--- src/rtl/line_follow_pkg.sv ---
// Shared types and helpers for the line-follow controller: FSM encoding,
// signed velocity type, slew step and duty-code mapping.
package line_follow_pkg;

  localparam int         VEL_W   = 7;
  localparam logic [5:0] NEUTRAL = 6'd32;

  typedef logic signed [VEL_W-1:0] vel_t;

  typedef enum logic [2:0] {
    ST_IDLE    = 3'd0,
    ST_FORWARD = 3'd1,
    ST_TURN_L  = 3'd2,
    ST_TURN_R  = 3'd3,
    ST_STOP    = 3'd4,
    ST_SEARCH  = 3'd5
  } state_e;

  typedef enum logic {
    SIDE_L = 1'b0,
    SIDE_R = 1'b1
  } side_e;

  // Move one unit toward the target, hold when already there.
  function automatic vel_t slew_step(input vel_t cur, input vel_t tgt);
    if (cur < tgt) begin
      return cur + vel_t'(1);
    end else if (cur > tgt) begin
      return cur - vel_t'(1);
    end
    return cur;
  endfunction

  // |vel| <= 31 keeps the result in 1..63, so the low six bits never wrap.
  function automatic logic [5:0] to_duty(input vel_t vel, input logic mirror);
    vel_t centre;
    vel_t code;
    centre = vel_t'(NEUTRAL);
    code   = mirror ? (centre - vel) : (centre + vel);
    return code[5:0];
  endfunction

endpackage

--- src/rtl/line_follow_sensor_debounce.sv ---
// Two-flop synchroniser followed by a tick-paced debouncer: a new sensor
// pattern is accepted only after DEBOUNCE consecutive identical tick samples.
module sensor_debounce #(
  parameter int WIDTH    = 2,
  parameter int DEBOUNCE = 4
) (
  input  logic             clock,
  input  logic             reset_n,
  input  logic             tick,
  input  logic [WIDTH-1:0] raw,
  output logic [WIDTH-1:0] stable
);

  localparam int             CNT_W   = (DEBOUNCE > 1) ? $clog2(DEBOUNCE + 1) : 1;
  localparam logic [CNT_W-1:0] CNT_MAX = CNT_W'(DEBOUNCE);

  logic [WIDTH-1:0] meta_q, sync_q;
  logic [WIDTH-1:0] cand_q, cand_d;
  logic [WIDTH-1:0] stable_q, stable_d;
  logic [CNT_W-1:0] cnt_q, cnt_d;
  logic [CNT_W-1:0] cnt_next;

  // NOTE: every state element uses <= so all flops sample pre-edge values;
  // blocking here would let sync_q see this cycle's meta_q and collapse the chain.
  always_ff @(posedge clock or negedge reset_n) begin
    if (!reset_n) begin
      meta_q   <= '0;
      sync_q   <= '0;
      cand_q   <= '0;
      stable_q <= '0;
      cnt_q    <= '0;
    end else begin
      meta_q   <= raw;
      sync_q   <= meta_q;
      cand_q   <= cand_d;
      stable_q <= stable_d;
      cnt_q    <= cnt_d;
    end
  end

  // NOTE: defaults first so every path assigns every output and no latch is inferred.
  always_comb begin
    cand_d   = cand_q;
    stable_d = stable_q;
    cnt_d    = cnt_q;
    cnt_next = '0;
    if (tick) begin
      if (sync_q == stable_q) begin
        cnt_d = '0;
      end else begin
        // A non-zero count means cand_q is a run still in progress.
        if ((sync_q == cand_q) && (cnt_q != '0)) begin
          cnt_next = cnt_q + CNT_W'(1);
        end else begin
          cnt_next = CNT_W'(1);
        end
        cand_d = sync_q;
        if (cnt_next >= CNT_MAX) begin
          stable_d = sync_q;
          cnt_d    = '0;
        end else begin
          cnt_d = cnt_next;
        end
      end
    end
  end

  assign stable = stable_q;

endmodule

--- src/rtl/line_follow_controller.sv ---
// Line-follow robot controller: tick divider, steering FSM, per-wheel slew
// limiting and registered duty codes (right wheel mirrored).
module line_follow_controller
  import line_follow_pkg::*;
#(
  parameter int TICK_DIV     = 100000,
  parameter int DEBOUNCE     = 4,
  parameter int TURN_TIMEOUT = 500,
  parameter int SEARCH_SPEED = 8
) (
  input  logic       clock,
  input  logic       reset_n,
  input  logic       enable,
  input  logic [1:0] sensors,
  input  logic [5:0] speed,
  output logic [5:0] wheel_l,
  output logic [5:0] wheel_r,
  output logic [2:0] state,
  output logic       tick
);

  localparam int               TICK_W    = (TICK_DIV > 1) ? $clog2(TICK_DIV) : 1;
  localparam logic [TICK_W-1:0] TICK_LAST = TICK_W'(TICK_DIV - 1);
  localparam int               TO_W      = (TURN_TIMEOUT > 1) ? $clog2(TURN_TIMEOUT) : 1;
  localparam logic [TO_W-1:0]  TO_LAST   = TO_W'(TURN_TIMEOUT - 1);
  localparam int               S_MAG     = (SEARCH_SPEED > 31) ? 31 : SEARCH_SPEED;
  localparam vel_t             SEARCH_V  = vel_t'(S_MAG);

  logic [TICK_W-1:0] tick_cnt_q, tick_cnt_d;
  state_e            state_q, state_d;
  side_e             last_q, last_d;
  logic [TO_W-1:0]   to_cnt_q, to_cnt_d;
  vel_t              vel_l_q, vel_l_d, vel_r_q, vel_r_d;
  logic [5:0]        wheel_l_q, wheel_l_d, wheel_r_q, wheel_r_d;
  vel_t              tgt_l, tgt_r, base_v;
  logic [1:0]        stable;
  logic              speed_lsb_unused;

  assign speed_lsb_unused = speed[0];
  assign base_v           = vel_t'({2'b00, speed[5:1]});
  assign tick             = (tick_cnt_q == TICK_LAST);

  sensor_debounce #(
    .WIDTH   (2),
    .DEBOUNCE(DEBOUNCE)
  ) u_debounce (
    .clock  (clock),
    .reset_n(reset_n),
    .tick   (tick),
    .raw    (sensors),
    .stable (stable)
  );

  always_ff @(posedge clock or negedge reset_n) begin
    if (!reset_n) begin
      tick_cnt_q <= '0;
      state_q    <= ST_IDLE;
      last_q     <= SIDE_L;
      to_cnt_q   <= '0;
      vel_l_q    <= '0;
      vel_r_q    <= '0;
      wheel_l_q  <= NEUTRAL;
      wheel_r_q  <= NEUTRAL;
    end else begin
      tick_cnt_q <= tick_cnt_d;
      state_q    <= state_d;
      last_q     <= last_d;
      to_cnt_q   <= to_cnt_d;
      vel_l_q    <= vel_l_d;
      vel_r_q    <= vel_r_d;
      wheel_l_q  <= wheel_l_d;
      wheel_r_q  <= wheel_r_d;
    end
  end

  always_comb begin
    tick_cnt_d = tick ? '0 : tick_cnt_q + TICK_W'(1);
  end

  // Steering FSM; branch order is the transition priority.
  always_comb begin
    state_d  = state_q;
    last_d   = last_q;
    to_cnt_d = '0;
    if (tick) begin
      if (!enable) begin
        state_d = ST_IDLE;
      end else if (state_q == ST_IDLE) begin
        state_d = ST_FORWARD;
      end else if (stable == 2'b11) begin
        state_d = ST_STOP;
      end else if (state_q == ST_STOP) begin
        if (stable == 2'b00) state_d = ST_FORWARD;
      end else if (state_q == ST_SEARCH) begin
        // The side that timed out is still on the sensors; only a change exits.
        if (stable == 2'b00) begin
          state_d = ST_FORWARD;
        end else if ((stable == 2'b10) && (last_q == SIDE_R)) begin
          state_d = ST_TURN_L;
          last_d  = SIDE_L;
        end else if ((stable == 2'b01) && (last_q == SIDE_L)) begin
          state_d = ST_TURN_R;
          last_d  = SIDE_R;
        end
      end else begin
        case (stable)
          2'b10: begin
            last_d = SIDE_L;
            if (state_q == ST_TURN_L) begin
              state_d = (to_cnt_q == TO_LAST) ? ST_SEARCH : ST_TURN_L;
            end else begin
              state_d = ST_TURN_L;
            end
          end
          2'b01: begin
            last_d = SIDE_R;
            if (state_q == ST_TURN_R) begin
              state_d = (to_cnt_q == TO_LAST) ? ST_SEARCH : ST_TURN_R;
            end else begin
              state_d = ST_TURN_R;
            end
          end
          default: state_d = ST_FORWARD;
        endcase
      end
      if (((state_d == ST_TURN_L) || (state_d == ST_TURN_R)) && (state_d == state_q)) begin
        to_cnt_d = to_cnt_q + TO_W'(1);
      end
    end else begin
      to_cnt_d = to_cnt_q;
    end
  end

  always_comb begin
    tgt_l = '0;
    tgt_r = '0;
    case (state_q)
      ST_FORWARD: begin
        tgt_l = base_v;
        tgt_r = base_v;
      end
      ST_TURN_L: tgt_r = base_v;
      ST_TURN_R: tgt_l = base_v;
      ST_SEARCH: begin
        tgt_l = (last_q == SIDE_L) ? -SEARCH_V : SEARCH_V;
        tgt_r = (last_q == SIDE_L) ? SEARCH_V : -SEARCH_V;
      end
      default: ;
    endcase
  end

  // Duty codes are registered from the post-slew velocity on the same tick.
  always_comb begin
    vel_l_d   = vel_l_q;
    vel_r_d   = vel_r_q;
    wheel_l_d = wheel_l_q;
    wheel_r_d = wheel_r_q;
    if (tick) begin
      vel_l_d   = slew_step(vel_l_q, tgt_l);
      vel_r_d   = slew_step(vel_r_q, tgt_r);
      wheel_l_d = to_duty(vel_l_d, 1'b0);
      wheel_r_d = to_duty(vel_r_d, 1'b1);
    end
  end

  assign wheel_l = wheel_l_q;
  assign wheel_r = wheel_r_q;
  assign state   = state_q;

endmodule

--- config.mk ---
export PLATFORM = sky130hd
export DESIGN_NAME = line_follow_controller
export DESIGN_NICKNAME = d
export VERILOG_FILES = /design/src/rtl/line_follow_pkg.sv /design/src/rtl/line_follow_sensor_debounce.sv /design/src/rtl/line_follow_controller.sv
export SDC_FILE = /design/constraint.sdc
export NUM_CORES = 1
export LEC_CHECK = 0
export CORE_UTILIZATION = 50
export DETAILED_ROUTE_END_ITERATION = 12
export PLACE_DENSITY = 0.73
export SLEW_MARGIN = 20
export SYNTH_ARGS = -nofsm -noshare
export SYNTH_HDL_FRONTEND = slang
export SYNTH_HIERARCHICAL = 1
export SYNTH_SLANG_ARGS = --single-unit
--- constraint.sdc ---
create_clock -name clock -period 9.5 [get_ports clock]
set_input_delay 0.95 -clock clock [delete_from_list [all_inputs] [get_ports clock]]
set_output_delay 0.95 -clock clock [all_outputs]
set_load 0.1 [all_outputs]
==> flow_metrics.py, run 1 <==
metrics = {
    "synthesis": {
        "ys_warn_count": 6,
        "synth_seq_cells": 61,
        "async_reset_ff_share_pct": 100,
        "syn_area_per_cell_um2": 9.52,
        "synthCells": 421,
        "mappedNetlistArea_um2": 4010,
        "syn-num-nets": 462,
        "synth-seq-area-share_pct": 38.1,
        "synth_ff_type": "dfrtp_1",
        "synth.distinct_cells": 64,
        "synth_edf_count": 0,
    },
    "floorplan": {
        "dieArea_um2": 8380,
        "initial_core_util_pct": 51.9,
        "top_level_ports": 27,
        "core_um2": 7730,
        "die_w_um": 91.5,
        "die_y_um": 91.5,
        "fp-row-count": 32,
    },
    "cts": {
        "cts.sinks": 61,
        "tritoncts": "done",
        "clk_pin_slew_ps": 70,
        "clock_path_buffers": 2,
        "cts_resized": 0,
        "htreeDepth": 3,
        "cts_root_buf": "clkbuf_8",
        "cts_hold_buf": 0,
        "clk_latency_ps": 340,
        "numCtsBuffers": 9,
        "post_cts_buffers": 0,
    },
    "drt": {
        "viasPerCell": 5.59,
        "ant_nets": 0,
        "dr_total_vias": 3051,
        "dr.pass1.iters": 4,
        "drtIter0Drc": 78,
        "drt_wl_total_um": 7910,
        "wire_per_inst_um": 14.5,
        "drcViolationCount": 0,
    },
    "timing": {
        "slew-limit-headroom_pct": 34.7,
        "skew_ps": 7.80,
        "hold_viol": 0,
        "worst_pin_slew_ps": 977,
        "max_freq_mhz": 217,
        "rsz0062_at_grt": "false",
        "setup_viol": 0,
        "min_period_ps": 4610,
        "report.final.slew_viol_count": 0,
        "fin_setup_tns_ps": 0,
        "min_period_over_period_pct": 48.5,
    },
    "worst_setup_path": {
        "crit_path_max_fanout": 15,
        "critPathArrivalTime_ps": 4880,
        "cp-start-kind": "flop",
        "crit_required_ps": 9770,
        "crit_path_end_kind": "flop",
        "critical_path_class": "reg2reg",
    },
    "cells_and_area": {
        "utilization_pct": 57.9,
        "fillers": 687,
        "layout.nets": 481,
        "drive_gt1_share_pct": 11.0,
        "finish.instance_area_um2": 4470,
        "syn_to_final_growth_pct": 11.6,
        "diodes": 0,
    },
    "power": {
        "intPower_mw": 0.387,
        "power_frac_seq_pct": 53.2,
        "switchingPower_mw": 0.106,
        "swShare_pct": 21.4,
        "combinationalPowerShare_pct": 2.3,
        "clock_power_share_pct": 44.5,
        "p_per_area_nw_per_um2": 110,
        "p_leak_nw": 2.05,
        "ir_drop_uv": 82.5,
    },
    "placed_design": {
        "gp_congestion": 0.861,
        "place_area_um2": 4290,
        "io_buffers": 25,
        "dpl.hpwl_um": 5600,
    },
    "global_routing": {
        "grt_pass1_vias": 3098,
        "grt_start_max_net_pins": 62,
        "grt_pass1_wl_um": 13900,
        "grt-ovfl-total": 0,
        "grtUsageTotal_pct": 21.0,
        "antenna_found_initial": 0,
    },
    "run": {
        "max_cap_viol_count": 0,
    },
    "worst_hold_path": {
        "hp-class": "reg2reg",
    },
    "status": {
        "status": "completed",
    },
}
## cell usage in the layout, fill, tap and decap left out, types with 2 or more instances in the layout
cell type / count
clkdlybuf4s50_1: 24
or3_1: 3
xor2_1: 18
xnor2_1: 27
o21bai_1: 3
dfstp_2: 2
nand2_1: 37
clkbuf_8: 13
nand4_1: 10
or4_1: 3
a21oi_1: 17
and2_1: 4
nor4b_1: 2
a2111o_1: 2
buf_4: 3
dfrtp_1: 59
nor2b_1: 4
mux2i_1: 3
inv_1: 20
nand3_1: 19
a31oi_1: 3
and3_1: 4
a21o_1: 4
nor4_1: 3
a21boi_0: 3
and4_1: 2
or4b_4: 2
o21a_1: 3
nor3_1: 4
nand3b_1: 2
o21ai_0: 25
mux2_2: 9
nor2_1: 29
a211o_1: 2
nand2b_1: 9
or2_2: 4
ha_1: 29
nor3b_1: 2
o31ai_1: 7
## worst max-delay path, cell delays in order, from the launching register on
cell and delay, ps:
dfrtp_1 690, inv_1 200, nor2_1 170, nand3_1 150
a21boi_0 170, ha_1 290, a21o_1 210, a2111o_1 480
o21bai_2 280, xnor2_1 130, ha_1 260, nor2_1 180
nor4b_1 270, o21a_1 220, o21bai_1 100, xor2_1 230
nand4_1 170, xnor2_1 170, a21oi_1 140
## metal layers
metal	up-vias	global-route usage, %	wire length [um]
li1	1506	-	-
met1	1486	26.3	3760
met2	49	35.4	3800
met3	10	4.27	233
met4	0	8.47	125
met5	-	0	0
## synthesized netlist by cell type (4+ instances only)
library cell | instances | area [um^2]
xnor2_1 | 27 | 236
o31ai_1 | 7 | 52.6
nor3_1 | 4 | 20.0
nand2_1 | 37 | 139
xor2_1 | 18 | 158
a21oi_1 | 17 | 85.1
dfrtp_1 | 59 | 1480
and3_1 | 4 | 25.0
and2_1 | 4 | 25.0
mux2_2 | 9 | 101
nor2b_1 | 4 | 25.0
buf_4 | 6 | 45.0
or2_2 | 4 | 25.0
nand2b_1 | 9 | 56.3
nor2_1 | 29 | 109
nand4_1 | 10 | 62.6
o21ai_0 | 25 | 125
a21o_1 | 4 | 30.0
clkbuf_1 | 9 | 33.8
inv_1 | 20 | 75.1
nand3_1 | 19 | 95.1
ha_1 | 29 | 363
## final cells by class
class	instances	area, um^2	area share [%]
multi-input cells	320	2290	51.1
clock buffers	14	183	4.08
well taps	102	128	2.85
inverters	20	75.1	1.68
flip-flops and latches	61	1530	34.2
clock inverters	1	5.00	0.112
repair buffers	28	268	5.98
## registers in the layout (all words and copies together) (netlist names), 3 cells and up
register,flops
tick_cnt_q,17
to_cnt_q,9
vel_r_q,6
wheel_l,6
wheel_r,6
state,3
u_debounce/cnt_q,3
## cells by family (layout without fill, tap and decap cells)
group | count (synthesis) | in the layout | synth area share (%)
XOR/XNOR | 45 | 45 | 9.83
AND/OR/NAND/NOR | 152 | 152 | 21.0
AO/OA/AOI/OAI | 81 | 81 | 13.2
flip-flops | 61 | 61 | 38.1
multiplexers | 12 | 12 | 3.28
buffers and inverters | 40 | 63 | 5.02
adder cells (fa/ha/maj) | 30 | 30 | 9.55
## metrics by stage
stage / hold slack [ps] / cells / worst slack (ps) / power (mW)
6_report: 349 / 546 / 4890 / 0.492
3_3_place_gp: 338 / 531 / 4900 / 0.278
2_1_floorplan: 331 / 421 / 3890 / 0.268
3_5_place_dp: 339 / 531 / 4820 / 0.278
5_1_grt: 355 / 546 / 4490 / 0.509
4_1_cts: 353 / 546 / 4940 / 0.500
## power groups by stage
stage               Combinational [mW]  Clock (mW)  Sequential [mW]
floorplan                      0.00170           0            0.267
global placement                0.0118           0            0.267
detailed placement              0.0117           0            0.267
CTS                             0.0119       0.226            0.262
global route                    0.0130       0.234            0.262
finish                          0.0114       0.219            0.262
## final timing paths
| kind | startpoint | endpoint | slack [ps] | cells after the start |
|---|---|---|---|---|
| max | state[0] | wheel_r[5] | 4890 | 18 |
| min | u_debounce/meta_q[1] | u_debounce/sync_q[1] | 350 | 0 |
| max reg2reg | state[0] | wheel_r[5] | 4890 | 18 |
| min reg2reg | u_debounce/meta_q[1] | u_debounce/sync_q[1] | 350 | 0 |
| max in group asynchronous | reset_n | tick_cnt_q[15] | 8220 | 2 |
| min in group asynchronous | reset_n | u_debounce/cnt_q[2] | 760 | 2 |
Note: power is estimated with default switching activity, not from simulation.
==> run 2: changes to the inputs <==
==> constraint.sdc (replaced) <==
create_clock -name clock -period 4.4 [get_ports clock]
set_input_delay 0.44 -clock clock [delete_from_list [all_inputs] [get_ports clock]]
set_output_delay 0.44 -clock clock [all_outputs]
set_load 0.1 [all_outputs]
==> flow_metrics.py, run 2 (synthesized netlist as in run 1, its figures left out) <==
metrics = {
    "cts": {
        "cts.sinks": 61,
        "cts_resized": 0,
        "cts_root_buf": "clkbuf_8",
        "numCtsBuffers": 9,
        "clk_pin_slew_ps": 80,
        "cts_hold_buf": 0,
        "clock_path_buffers": 2,
        "htreeDepth": 3,
        "post_cts_buffers": 0,
        "clk_latency_ps": 350,
        "tritoncts": "done",
    },
    "timing": {
        "min_period_ps": 4140,
        "fin_setup_tns_ps": 0,
        "worst_slack_ps": 259,
        "hold_ws_ps": 242,
        "rsz0062_at_grt": "false",
        "setup_viol": 0,
        "max_freq_mhz": 242,
        "hold_viol": 0,
        "min_period_over_period_pct": 94.1,
        "worst_pin_slew_ps": 976,
        "slew-limit-headroom_pct": 34.7,
        "skew_ps": 8.96,
        "report.final.slew_viol_count": 0,
    },
    "global_routing": {
        "grt_start_max_net_pins": 62,
        "grt-ovfl-total": 0,
        "antenna_found_initial": 0,
        "grt_pass1_wl_um": 13800,
        "grtUsageTotal_pct": 21.2,
        "grt_pass1_vias": 3021,
    },
    "worst_hold_path": {
        "hp-class": "in2async",
    },
    "cells_and_area": {
        "fillers": 675,
        "diodes": 0,
        "largest_reg_flops": 17,
        "largest-register": "tick_cnt_q",
        "layout.nets": 481,
        "syn_to_final_growth_pct": 11.8,
        "reg_top3": "tick_cnt_q (17), to_cnt_q (9)",
        "layout_commonest_cell": "dfrtp_1",
        "final_cell_mix": "58 x dfrtp_1, 37 x nand2_1, 29 x nor2_1, 29 x ha_1, 27 x xnor2_1",
        "drive_gt1_share_pct": 11.7,
    },
    "worst_setup_path": {
        "crit_chain": "nand3_1, a21boi_0, ha_1, a21o_1, a2111o_1, o21bai_2, xnor2_1, ha_1, nor2_1, and2_1, mux2i_1, xor2_1, nand3_1, xnor2_1, mux2_2",
        "cp-start-kind": "flop",
        "cpPeakStageDelay_ps": 600,
        "critical_path_class": "reg2reg",
        "cp-endpoint": "wheel_r[4]",
        "rr_endpoint": "wheel_r[4]",
        "r2r.worst_path.cells": 15,
        "critPathArrivalTime_ps": 4380,
        "crit_path_top_delay_cell": "dfrtp_1",
        "crit_required_ps": 4640,
        "rr_startpoint": "state[2]",
        "setup.worst_path.start": "state[2]",
        "r2r_setup_slack_ps": 260,
        "crit_path_max_fanout": 12,
        "crit_path_end_kind": "flop",
    },
    "drt": {
        "drt_wl_total_um": 8140,
        "drtIter0Drc": 151,
        "wire_per_inst_um": 14.9,
        "dr.pass1.iters": 5,
        "viasPerCell": 5.63,
        "ant_nets": 0,
        "dr_total_vias": 3075,
        "drcViolationCount": 0,
    },
    "power": {
        "p_leak_nw": 2.03,
        "ir_drop_uv": 152,
        "power_mw": 1.09,
        "p_per_area_nw_per_um2": 242,
    },
    "placed_design": {
        "place_ws_ps": 257,
        "gp_congestion": 0.831,
        "dpl.hpwl_um": 5890,
        "io_buffers": 25,
    },
    "floorplan": {
        "die_y_um": 91.5,
        "core_um2": 7730,
        "fp-row-count": 32,
        "initial_core_util_pct": 51.9,
        "top_level_ports": 27,
        "die_w_um": 91.5,
        "dieArea_um2": 8380,
    },
    "run": {
        "max_cap_viol_count": 0,
    },
    "status": {
        "status": "completed",
    },
}
-- run 2: how the worst min path moves through the flow --
| stage | from | end | slack (ps) | depth (start not counted) |
|---|---|---|---|---|
| 6_report | reset_n | u_debounce/meta_q[0] | 240 | 2 |
| 5_1_grt | reset_n | u_debounce/cnt_q[1] | 320 | 2 |
| 4_1_cts | reset_n | vel_r_q[3] | 280 | 2 |
| 3_5_place_dp | u_debounce/meta_q[1] | u_debounce/sync_q[1] | 340 | 0 |
| 3_3_place_gp | u_debounce/meta_q[1] | u_debounce/sync_q[1] | 330 | 0 |
| 2_1_floorplan | reset_n | last_q | 140 | 0 |
-- run 2: area by class of cell --
class / instances / area [um^2] / share of cell area (%)
clock buffers: 10 / 128 / 2.85
clock inverters: 5 / 61.3 / 1.37
inverters: 20 / 75.1 / 1.68
multi-input cells: 320 / 2290 / 51.2
flip-flops and latches: 61 / 1530 / 34.2
well taps: 102 / 128 / 2.85
repair buffers: 28 / 265 / 5.92
-- run 2: power by group --
| group | total [mW] | switching (mW) | internal, mW |
|---|---|---|---|
| Sequential | 0.565 | 0.00246 | 0.563 |
| Combinational | 0.0239 | 0.0145 | 0.00940 |
| Clock | 0.497 | 0.236 | 0.260 |
-- run 2: layer usage --
layer | share of wire [%] | vias to the layer above | global-route usage [%] | wire length, um
met4 | 0.98 | 0 | 6.35 | 80
met1 | 46 | 1501 | 26.6 | 3730
met2 | 49 | 66 | 35.3 | 3990
li1 | - | 1504 | - | -
met3 | 4.2 | 4 | 5.86 | 340
met5 | 0 | - | 0 | 0
-- run 2: stage by stage --
step / util, % / area [um^2] / cells
floorplan: - / 4020 / 421
global placement: 55.5 / 4290 / 531
detailed placement: 55.5 / 4290 / 531
CTS: 58.0 / 4480 / 546
global route: 58.0 / 4480 / 546
finish: 58.0 / 4480 / 546
-- run 2: critical path: cells and delay by family, from the launching register on --
| family | cells | cell delay [ps] |
|---|---|---|
| compound gates | 4 | 1160 |
| fa+ha+maj | 2 | 570 |
| simple gates | 4 | 630 |
| mux | 2 | 430 |
| flops | 1 | 600 |
| xor+xnor | 3 | 650 |
